==> src/rtl/polaris_pkg.sv <==
// Shared Polaris definitions: fetch-size codes, bridge state encoding, bus widths.
package polaris_pkg;

  localparam int unsigned ADR_W  = 64;
  localparam int unsigned DAT_W  = 32;
  localparam int unsigned BEAT_W = 16;

  typedef enum logic [1:0] {
    ISIZ_NONE = 2'b00,
    ISIZ_H    = 2'b01,
    ISIZ_W    = 2'b10,
    ISIZ_RSVD = 2'b11
  } isiz_e;

  typedef enum logic [1:0] {
    IDLE  = 2'd0,
    BEAT0 = 2'd1,
    BEAT1 = 2'd2,
    ACK   = 2'd3
  } state_e;

  // All-zero word decodes as an illegal instruction, so a failed fetch traps the CPU.
  localparam logic [DAT_W-1:0] ILLEGAL_INSN = 32'h0000_0000;

  // True when a non-idle request can be issued on the bus as-is.
  function automatic logic fetch_legal(input logic [1:0] isiz, input logic [1:0] adr_lo);
    logic ok;
    ok = 1'b0;
    case (isiz)
      ISIZ_H:  ok = (adr_lo[0] == 1'b0);
      ISIZ_W:  ok = (adr_lo == 2'b00);
      default: ok = 1'b0;
    endcase
    return ok;
  endfunction

endpackage

==> src/rtl/bus_watchdog.sv <==
// Beat watchdog: counts stalled cycles and flags when the last allowed one is reached.
module bus_watchdog #(
  parameter int unsigned TIMEOUT = 16
) (
  input  logic clk_i,
  input  logic reset_i,
  input  logic clear,
  input  logic count,
  output logic expired
);

  localparam int unsigned  CW   = $clog2(TIMEOUT);
  localparam logic [CW-1:0] LAST = CW'(TIMEOUT - 1);

  logic [CW-1:0] cnt_q;
  logic [CW-1:0] cnt_d;

  // Saturate at LAST so a stall that outlives the bridge reaction cannot wrap.
  always_comb begin
    cnt_d = cnt_q;
    if (clear) begin
      cnt_d = '0;
    end else if (count && (cnt_q != LAST)) begin
      cnt_d = cnt_q + CW'(1);
    end
  end

  always_ff @(posedge clk_i or posedge reset_i) begin
    if (reset_i) begin
      cnt_q   <= '0;
      expired <= 1'b0;
    end else begin
      cnt_q   <= cnt_d;
      expired <= (cnt_d == LAST);
    end
  end

endmodule

==> src/rtl/polaris_ibus_bridge.sv <==
// Splits Polaris instruction fetches into little-endian 16-bit bus beats; failed
// fetches (misaligned, reserved size, timeout) return the illegal all-zero word.
module polaris_ibus_bridge
  import polaris_pkg::*;
#(
  parameter int unsigned TIMEOUT = 16
) (
  input  logic              clk_i,
  input  logic              reset_i,
  input  logic [ADR_W-1:0]  iadr_i,
  input  logic [1:0]        isiz_i,
  output logic              iack_o,
  output logic [DAT_W-1:0]  idat_o,
  output logic              m_cyc_o,
  output logic              m_stb_o,
  output logic [ADR_W-1:0]  m_adr_o,
  input  logic [BEAT_W-1:0] m_dat_i,
  input  logic              m_ack_i,
  output logic              err_o
);

  state_e              state_q, state_d;
  logic                word_q, word_d;
  logic [BEAT_W-1:0]   lo_q, lo_d;
  logic                iack_d, err_d, cyc_d, stb_d;
  logic [DAT_W-1:0]    idat_d;
  logic [ADR_W-1:0]    adr_d;
  logic                in_beat_c;
  logic                wd_count_c;
  logic                wd_expired;

  assign in_beat_c  = (state_q == BEAT0) || (state_q == BEAT1);
  assign wd_count_c = in_beat_c && !m_ack_i;

  // Any acknowledged beat or non-beat cycle restarts the stall count.
  bus_watchdog #(.TIMEOUT(TIMEOUT)) u_wd (
    .clk_i   (clk_i),
    .reset_i (reset_i),
    .clear   (!wd_count_c),
    .count   (wd_count_c),
    .expired (wd_expired)
  );

  // Next state and next registered outputs.
  always_comb begin
    state_d = state_q;
    word_d  = word_q;
    lo_d    = lo_q;
    iack_d  = 1'b0;
    err_d   = 1'b0;
    idat_d  = '0;
    cyc_d   = 1'b0;
    stb_d   = 1'b0;
    adr_d   = '0;

    case (state_q)
      IDLE: begin
        if (isiz_i != ISIZ_NONE) begin
          if (fetch_legal(isiz_i, iadr_i[1:0])) begin
            state_d = BEAT0;
            word_d  = (isiz_i == ISIZ_W);
            cyc_d   = 1'b1;
            stb_d   = 1'b1;
            adr_d   = iadr_i;
          end else begin
            state_d = ACK;
            iack_d  = 1'b1;
            err_d   = 1'b1;
            idat_d  = ILLEGAL_INSN;
          end
        end
      end

      BEAT0, BEAT1: begin
        cyc_d = 1'b1;
        stb_d = 1'b1;
        adr_d = m_adr_o;
        if (m_ack_i) begin
          if ((state_q == BEAT0) && word_q) begin
            state_d = BEAT1;
            lo_d    = m_dat_i;
            adr_d   = m_adr_o + ADR_W'(2);
          end else begin
            state_d = ACK;
            iack_d  = 1'b1;
            cyc_d   = 1'b0;
            stb_d   = 1'b0;
            adr_d   = '0;
            if (state_q == BEAT0) begin
              lo_d   = m_dat_i;
              idat_d = {BEAT_W'(0), m_dat_i};
            end else begin
              idat_d = {m_dat_i, lo_q};
            end
          end
        end else if (wd_expired) begin
          state_d = ACK;
          iack_d  = 1'b1;
          err_d   = 1'b1;
          idat_d  = ILLEGAL_INSN;
          cyc_d   = 1'b0;
          stb_d   = 1'b0;
          adr_d   = '0;
        end
      end

      ACK: begin
        state_d = IDLE;
      end

      default: begin
        state_d = IDLE;
      end
    endcase
  end

  always_ff @(posedge clk_i or posedge reset_i) begin
    if (reset_i) begin
      state_q <= IDLE;
      word_q  <= 1'b0;
      lo_q    <= '0;
      iack_o  <= 1'b0;
      err_o   <= 1'b0;
      idat_o  <= '0;
      m_cyc_o <= 1'b0;
      m_stb_o <= 1'b0;
      m_adr_o <= '0;
    end else begin
      state_q <= state_d;
      word_q  <= word_d;
      lo_q    <= lo_d;
      iack_o  <= iack_d;
      err_o   <= err_d;
      idat_o  <= idat_d;
      m_cyc_o <= cyc_d;
      m_stb_o <= stb_d;
      m_adr_o <= adr_d;
    end
  end

endmodule

==> config.mk <==
export PLATFORM = sky130hd
export DESIGN_NAME = polaris_ibus_bridge
export DESIGN_NICKNAME = d
export VERILOG_FILES = /design/src/rtl/polaris_pkg.sv /design/src/rtl/bus_watchdog.sv /design/src/rtl/polaris_ibus_bridge.sv
export SDC_FILE = /design/constraint.sdc
export NUM_CORES = 1
export LEC_CHECK = 0
export ABC_AREA = 1
export CELL_PAD_IN_SITES_DETAIL_PLACEMENT = 1
export CELL_PAD_IN_SITES_GLOBAL_PLACEMENT = 2
export CORE_AREA = 2 2 165 167
export CTS_CLUSTER_SIZE = 30
export DETAILED_ROUTE_END_ITERATION = 10
export DIE_AREA = 0 0 167 169
export PLACE_DENSITY = 0.93
export SYNTH_ARGS = -nofsm -noshare
export SYNTH_HDL_FRONTEND = slang
export SYNTH_HIERARCHICAL = 1
export SYNTH_SLANG_ARGS = --single-unit
==> constraint.sdc <==
create_clock -name clk_i -period 12.11 [get_ports clk_i]
set_clock_uncertainty 0.2 [all_clocks]
set_input_delay 3.633 -clock clk_i [delete_from_list [all_inputs] [get_ports clk_i]]
set_output_delay 3.633 -clock clk_i [all_outputs]
set_load 0.01 [all_outputs]
; Word level (Yosys, flattened, before mapping)
; Cells that the tools add are included.
[totals]
out_inout_bits = 100
word_cells = 72
ff_bits = 123
inputBits = 85
[op_classes]
addsub = 2
n_eq_ne = 9
n_mux = 37
n_bitwise = 1
reduce_logical = 13
[op_table]
columns = operator, count
row1 = $mux W64, 5
row2 = $mux W32, 4
row3 = $pmux W64 S2, 1
row4 = $add A64 B2 Y64 const B, 1
row5 = $mux W16, 2
row6 = $mux W1, 14
row7 = $mux W2, 4
row8 = $mux W4, 2
row9 = $pmux W1 S2, 4
row10 = $eq A2 B2 Y1 const B, 3
row11 = $pmux W2 S3, 1
row12 = $reduce_and A3 Y1, 2
row13 = $add A4 B1 Y4 const B, 1
row14 = $eq A2 B1 Y1 const B, 2
row15 = $eq A4 B4 Y1 const B, 1
row16 = $logic_not A2 Y1, 2
row17 = $ne A4 B4 Y1 const B, 1
row18 = $reduce_bool A2 Y1, 2
row19 = $logic_and A1 B1 Y1, 3
row20 = $ne A3 B2 Y1 const B, 1
row21 = $ne A2 B2 Y1 const B, 1
row22 = $reduce_and A2 Y1, 1
row23 = $reduce_or A2 Y1, 1
row24 = $logic_not A1 Y1, 1
row25 = 2 further kinds, 2

; Depth between registers and ports, before layout
[logic_depth]
word_depth = 7
depth_mapped = 13
depth_no_buf = 13

; Hierarchy
; The synthesis kept the hierarchy.
[modules_own_cells]
columns = mod, area_each_um2, cells_each, instances, seq_area_each_um2
row1 = polaris_ibus_bridge, 7305.8, 1122, 1, 2952.8
row2 = bus_watchdog, 267.8, 35, 1, 125.1

; Worst setup path after synthesis
; OpenSTA, ideal clock, no wires.
[synth_timing]
kind = input to register
start = in isiz_i[0]
end = reg m_adr_o[46]
path_slack_ns = 6.958
arrival_ns = 4.887
path_buffers = 1
setup_time_ns = 0.066
required_ns = 11.844
cell_stages = 11
path_cell_list = inv_1 ha_1 inv_1 nor2_1 nand2_1 nor3_4 clkbuf_1 nand2_1 nand2_1 nand2_1 nand2_1
[synth_between]
elab_chain_len = 7
word_cells_on_any_way = 9
cone_classes = eq/ne: 2 / mux: 6 / reduce/logical: 1
[synth_lines]
columns = item, line
row1 = "start, declared", polaris_ibus_bridge.sv:11  ; input logic [1:0] isiz_i,
row2 = $eq A2 B2 Y1 or $eq A2 B1 Y1 (tied branches), polaris_pkg.sv:29  ; case (isiz)
row3 = $pmux W1 S2, polaris_pkg.sv:29
row4 = $mux W1, polaris_ibus_bridge.sv:58  ; if (isiz_i != ISIZ_NONE) begin
row5 = $mux W1, polaris_ibus_bridge.sv:56  ; case (state_q)
row6 = $mux W64, polaris_ibus_bridge.sv:59  ; if (fetch_legal(isiz_i, iadr_i[1:0])) begin
row7 = $mux W64 (*), polaris_ibus_bridge.sv:58
row8 = $pmux W64 S2 (*), polaris_ibus_bridge.sv:56
row9 = "end signal, assigned", polaris_ibus_bridge.sv:137  ; m_adr_o <= adr_d;
row10 = "end, declared", polaris_ibus_bridge.sv:16  ; output logic [ADR_W-1:0] m_adr_o,
; Mark *: on every way between the ends. The rest lies on a longest branch, timed or not. The select of a mux whose other input is x is not followed.
; A chain may end at the register's enable or synchronous reset.

; Worst setup path after layout
[layout_timing]
start = in m_ack_i
end = reg state_q[1]
[layout_between]
elab_chain_len = 2
word_cells_on_any_way = 4
cone_classes = eq/ne: 1 / mux: 2 / reduce/logical: 1
[layout_lines]
columns = item, line
row1 = "start, declared", polaris_ibus_bridge.sv:18  ; input logic m_ack_i,
row2 = $mux W2 or $ne A3 B2 Y1 (tied branches), -
row3 = $pmux W2 S3 or $reduce_and A2 Y1 (tied branches), -
row4 = "end signal, assigned", polaris_ibus_bridge.sv:129  ; state_q <= state_d;
row5 = "end, declared", polaris_ibus_bridge.sv:22  ; state_e state_q, state_d;
; Parallel ways exist; a longest one is shown, timed or not.

==> results.cfg <==
[status]
outcome = complete, no violations

[routing]
via_per_inst = 4.78
detail_route.wl_per_cell_um = 17.4
totalWireLength_um = 29400
vias = 8063
drc_errors = 0
antenna_left = 0
drtPass1Iterations = 6
drt_iter0_markers = 444

[setup_path]
required_ns = 12.27
critPathLaunchType = primary input
worstSetupPathType = in -> reg
crit_chain = clkdlybuf4s50_1 -> nor2_1 -> inv_1 -> nor2_4 -> buf_4 -> inv_1 -> o21ai_0 -> inv_1 -> o21ai_0 -> a21oi_1 -> a21oi_1
slowest_stage = buf_4
path_max_fanout = 50
cpPeakStageDelay_ns = 0.49
critPathTopFamily = buffers and inverters
cp_data_arrival_time_ns = 6.19
critical_path_buf_inv_count = 5
cp-end-kind = register
cp_common_cell = inv_1

[floorplan]
die_area_sq_mm = 0.0282
ios = 185
core_sq_mm = 0.0265
start_util = 0.286
die_y_um = 169
die_w_um = 167
rows = 60

[timing]
rsz0062_at_grt = false
slew_violations = 0
max_slew_margin = 0.332
setup_tns_ns = 0
hold_viol = 0
fin_crit_ns = 6.03
worst_pin_slew_ns = 0.999
hold-worst-slack_ns = 0.286
finalCritPeriodShare = 0.498
max_freq_ghz = 0.166
setup_viol = 0

[pwr]
total_power_mw = 1.48
leakage_nw = 4.68
powerDensity_mw_per_mm2 = 143
ir_drop_uv = 91.7

[logic_synthesis]
synth_top_area_cell = dfrtp_1
syn_avg_cell_area_sq_um = 6.55
ys_seq_area_frac = 0.406
yosysTopAreaCellShare = 0.406
ys_async_sr_fraction = 1.00
synthCells = 1157
yosys_register_bits = 123
syn-cell-area_sq_mm = 0.00757
yosys-top-cells-area = dfrtp_1, nand2_1, nor2_1
synth_ff_type = dfrtp_1
synth_edf_count = 0
synth_fp_nets = 1252
yosys.cell_types.count = 31
yosys_warnings = 6

[clock_network]
clockBufferDepth = 2
numCtsBuffers = 17
clock_sinks = 123
cts_resized = 0
cts_setup_buffers = 0
cts-hold-fix-buffers = 0
cts_max_level = 4
cts_root_buffer = clkbuf_16
cts_tree = done
clk_pin_slew_ns = 0.06
insertion_delay_ns = 0.44

[final_layout]
syn_to_final_growth_pct = 36.5
n_fill_cell = 3337
multiInputGateArea_sq_mm = 0.00397
fin_area_sq_mm = 0.0103
seq_area_sq_mm = 0.00308
layout.nets = 1427
layout_common_cells = nand2_1, clkdlybuf4s50_1, nor2_1
drive_above_1_share = 0.0498
mostFrequentLayoutCell = nand2_1
utilization = 0.390

[place]
dp_hpwl_um = 21800
place_area_sq_mm = 0.00975
place.gp.congestion = 0.864
io_buffers = 184

[grt]
grt_pass1_vias = 8485
grt.total_usage = 0.212
antenna_found_initial = 3
grt_pass1_wl_um = 46700
grt_start_max_net_pins = 66
grt_overflow_total = 0

[run]
maxCapViolCount = 0

[hold_path]
min_path_type = reg -> reg
## synth_stat cells, types with 3 or more instances
cell / instances
a21oi_1: 35
nand2_2: 7
nor2_1: 147
nand4_1: 6
nand2_1: 502
ha_1: 10
inv_1: 101
a22o_1: 3
nor2_2: 8
o22ai_1: 3
o21ai_0: 59
dfrtp_1: 123
nand3_1: 66
nand3_2: 3
nor2_4: 3
o21bai_1: 18
a22oi_1: 3
o21ai_1: 10
buf_2: 16
inv_2: 3
nand2_4: 3
clkbuf_1: 16
## layer usage
| metal | part of all wire | global-route usage | up-vias |
|---|---|---|---|
| li1 | - | - | 3960 |
| met1 | 0.42 | 0.252 | 3869 |
| met2 | 0.49 | 0.366 | 193 |
| met3 | 0.074 | 0.0685 | 39 |
| met4 | 0.023 | 0.0626 | 2 |
| met5 | 0.00044 | 0 | - |
## worst reg2reg max path, cell delays in order (launching register included)
cell,delay (ns)
dfrtp_1,0.40
inv_1,0.09
ha_1,0.31
inv_1,0.08
nor2_1,0.34
inv_1,0.18
nor2_4,0.11
buf_4,0.49
inv_1,0.44
o21ai_0,0.23
inv_1,0.08
o21ai_0,0.08
a21oi_1,0.06
a21oi_1,0.11
## cell type report
cell class                      count  area share
Timing Repair Buffer              189       0.182
Sequential cell                   123       0.298
Multi-Input combinational cell    895       0.384
Antenna cell                        2    0.000484
Clock inverter                     12      0.0137
Clock buffer                       20      0.0423
Inverter                          106      0.0387
Tap cell                          341      0.0413
## registers in the layout, summed over array words and instances (netlist names)
signal / count
iack_o: 1
idat_o: 32
lo_q: 16
state_q: 2
word_q: 1
u_wd/cnt_q: 4
err_o: 1
m_stb_o: 1
m_adr_o: 64
u_wd/expired: 1
## report_power, final
part / internal, mW / switching (mW)
Sequential: 0.479 / 0.0401
Combinational: 0.156 / 0.288
Clock: 0.305 / 0.213
## per-stage QoR
step,setup WS [ns],std cells
2_1_floorplan,5.15,1157
3_3_place_gp,5.66,1654
3_5_place_dp,5.57,1654
4_1_cts,6.03,1686
5_1_grt,5.76,1686
6_report,6.08,1688
## worst paths after layout
check	startpoint	to	slack (ns)	cells past startpoint
min reg2reg	lo_q[4]	lo_q[4]	0.29	2
max in group asynchronous	reset_i	idat_o[5]	6.88	3
max	m_ack_i	state_q[1]	6.08	11
min	lo_q[4]	lo_q[4]	0.29	2
min in group asynchronous	reset_i	u_wd/cnt_q[2]	3.29	2
max reg2reg	state_q[0]	state_q[1]	8.83	13
## logic make-up (layout without fill, tap and decap cells)
group | count (synthesis) | in the layout | synth area share
and+or+nand+nor | 750 | 750 | 0.405
buffers and inverters | 139 | 327 | 0.0720
AOI/OAI and AO/OA | 133 | 133 | 0.0973
DFF | 123 | 123 | 0.406
adders and majority gates | 10 | 10 | 0.0165
xor gates and xnor gates | 2 | 2 | 0.00231
other | 0 | 2 | 0
(Power assumes the default switching activity.)
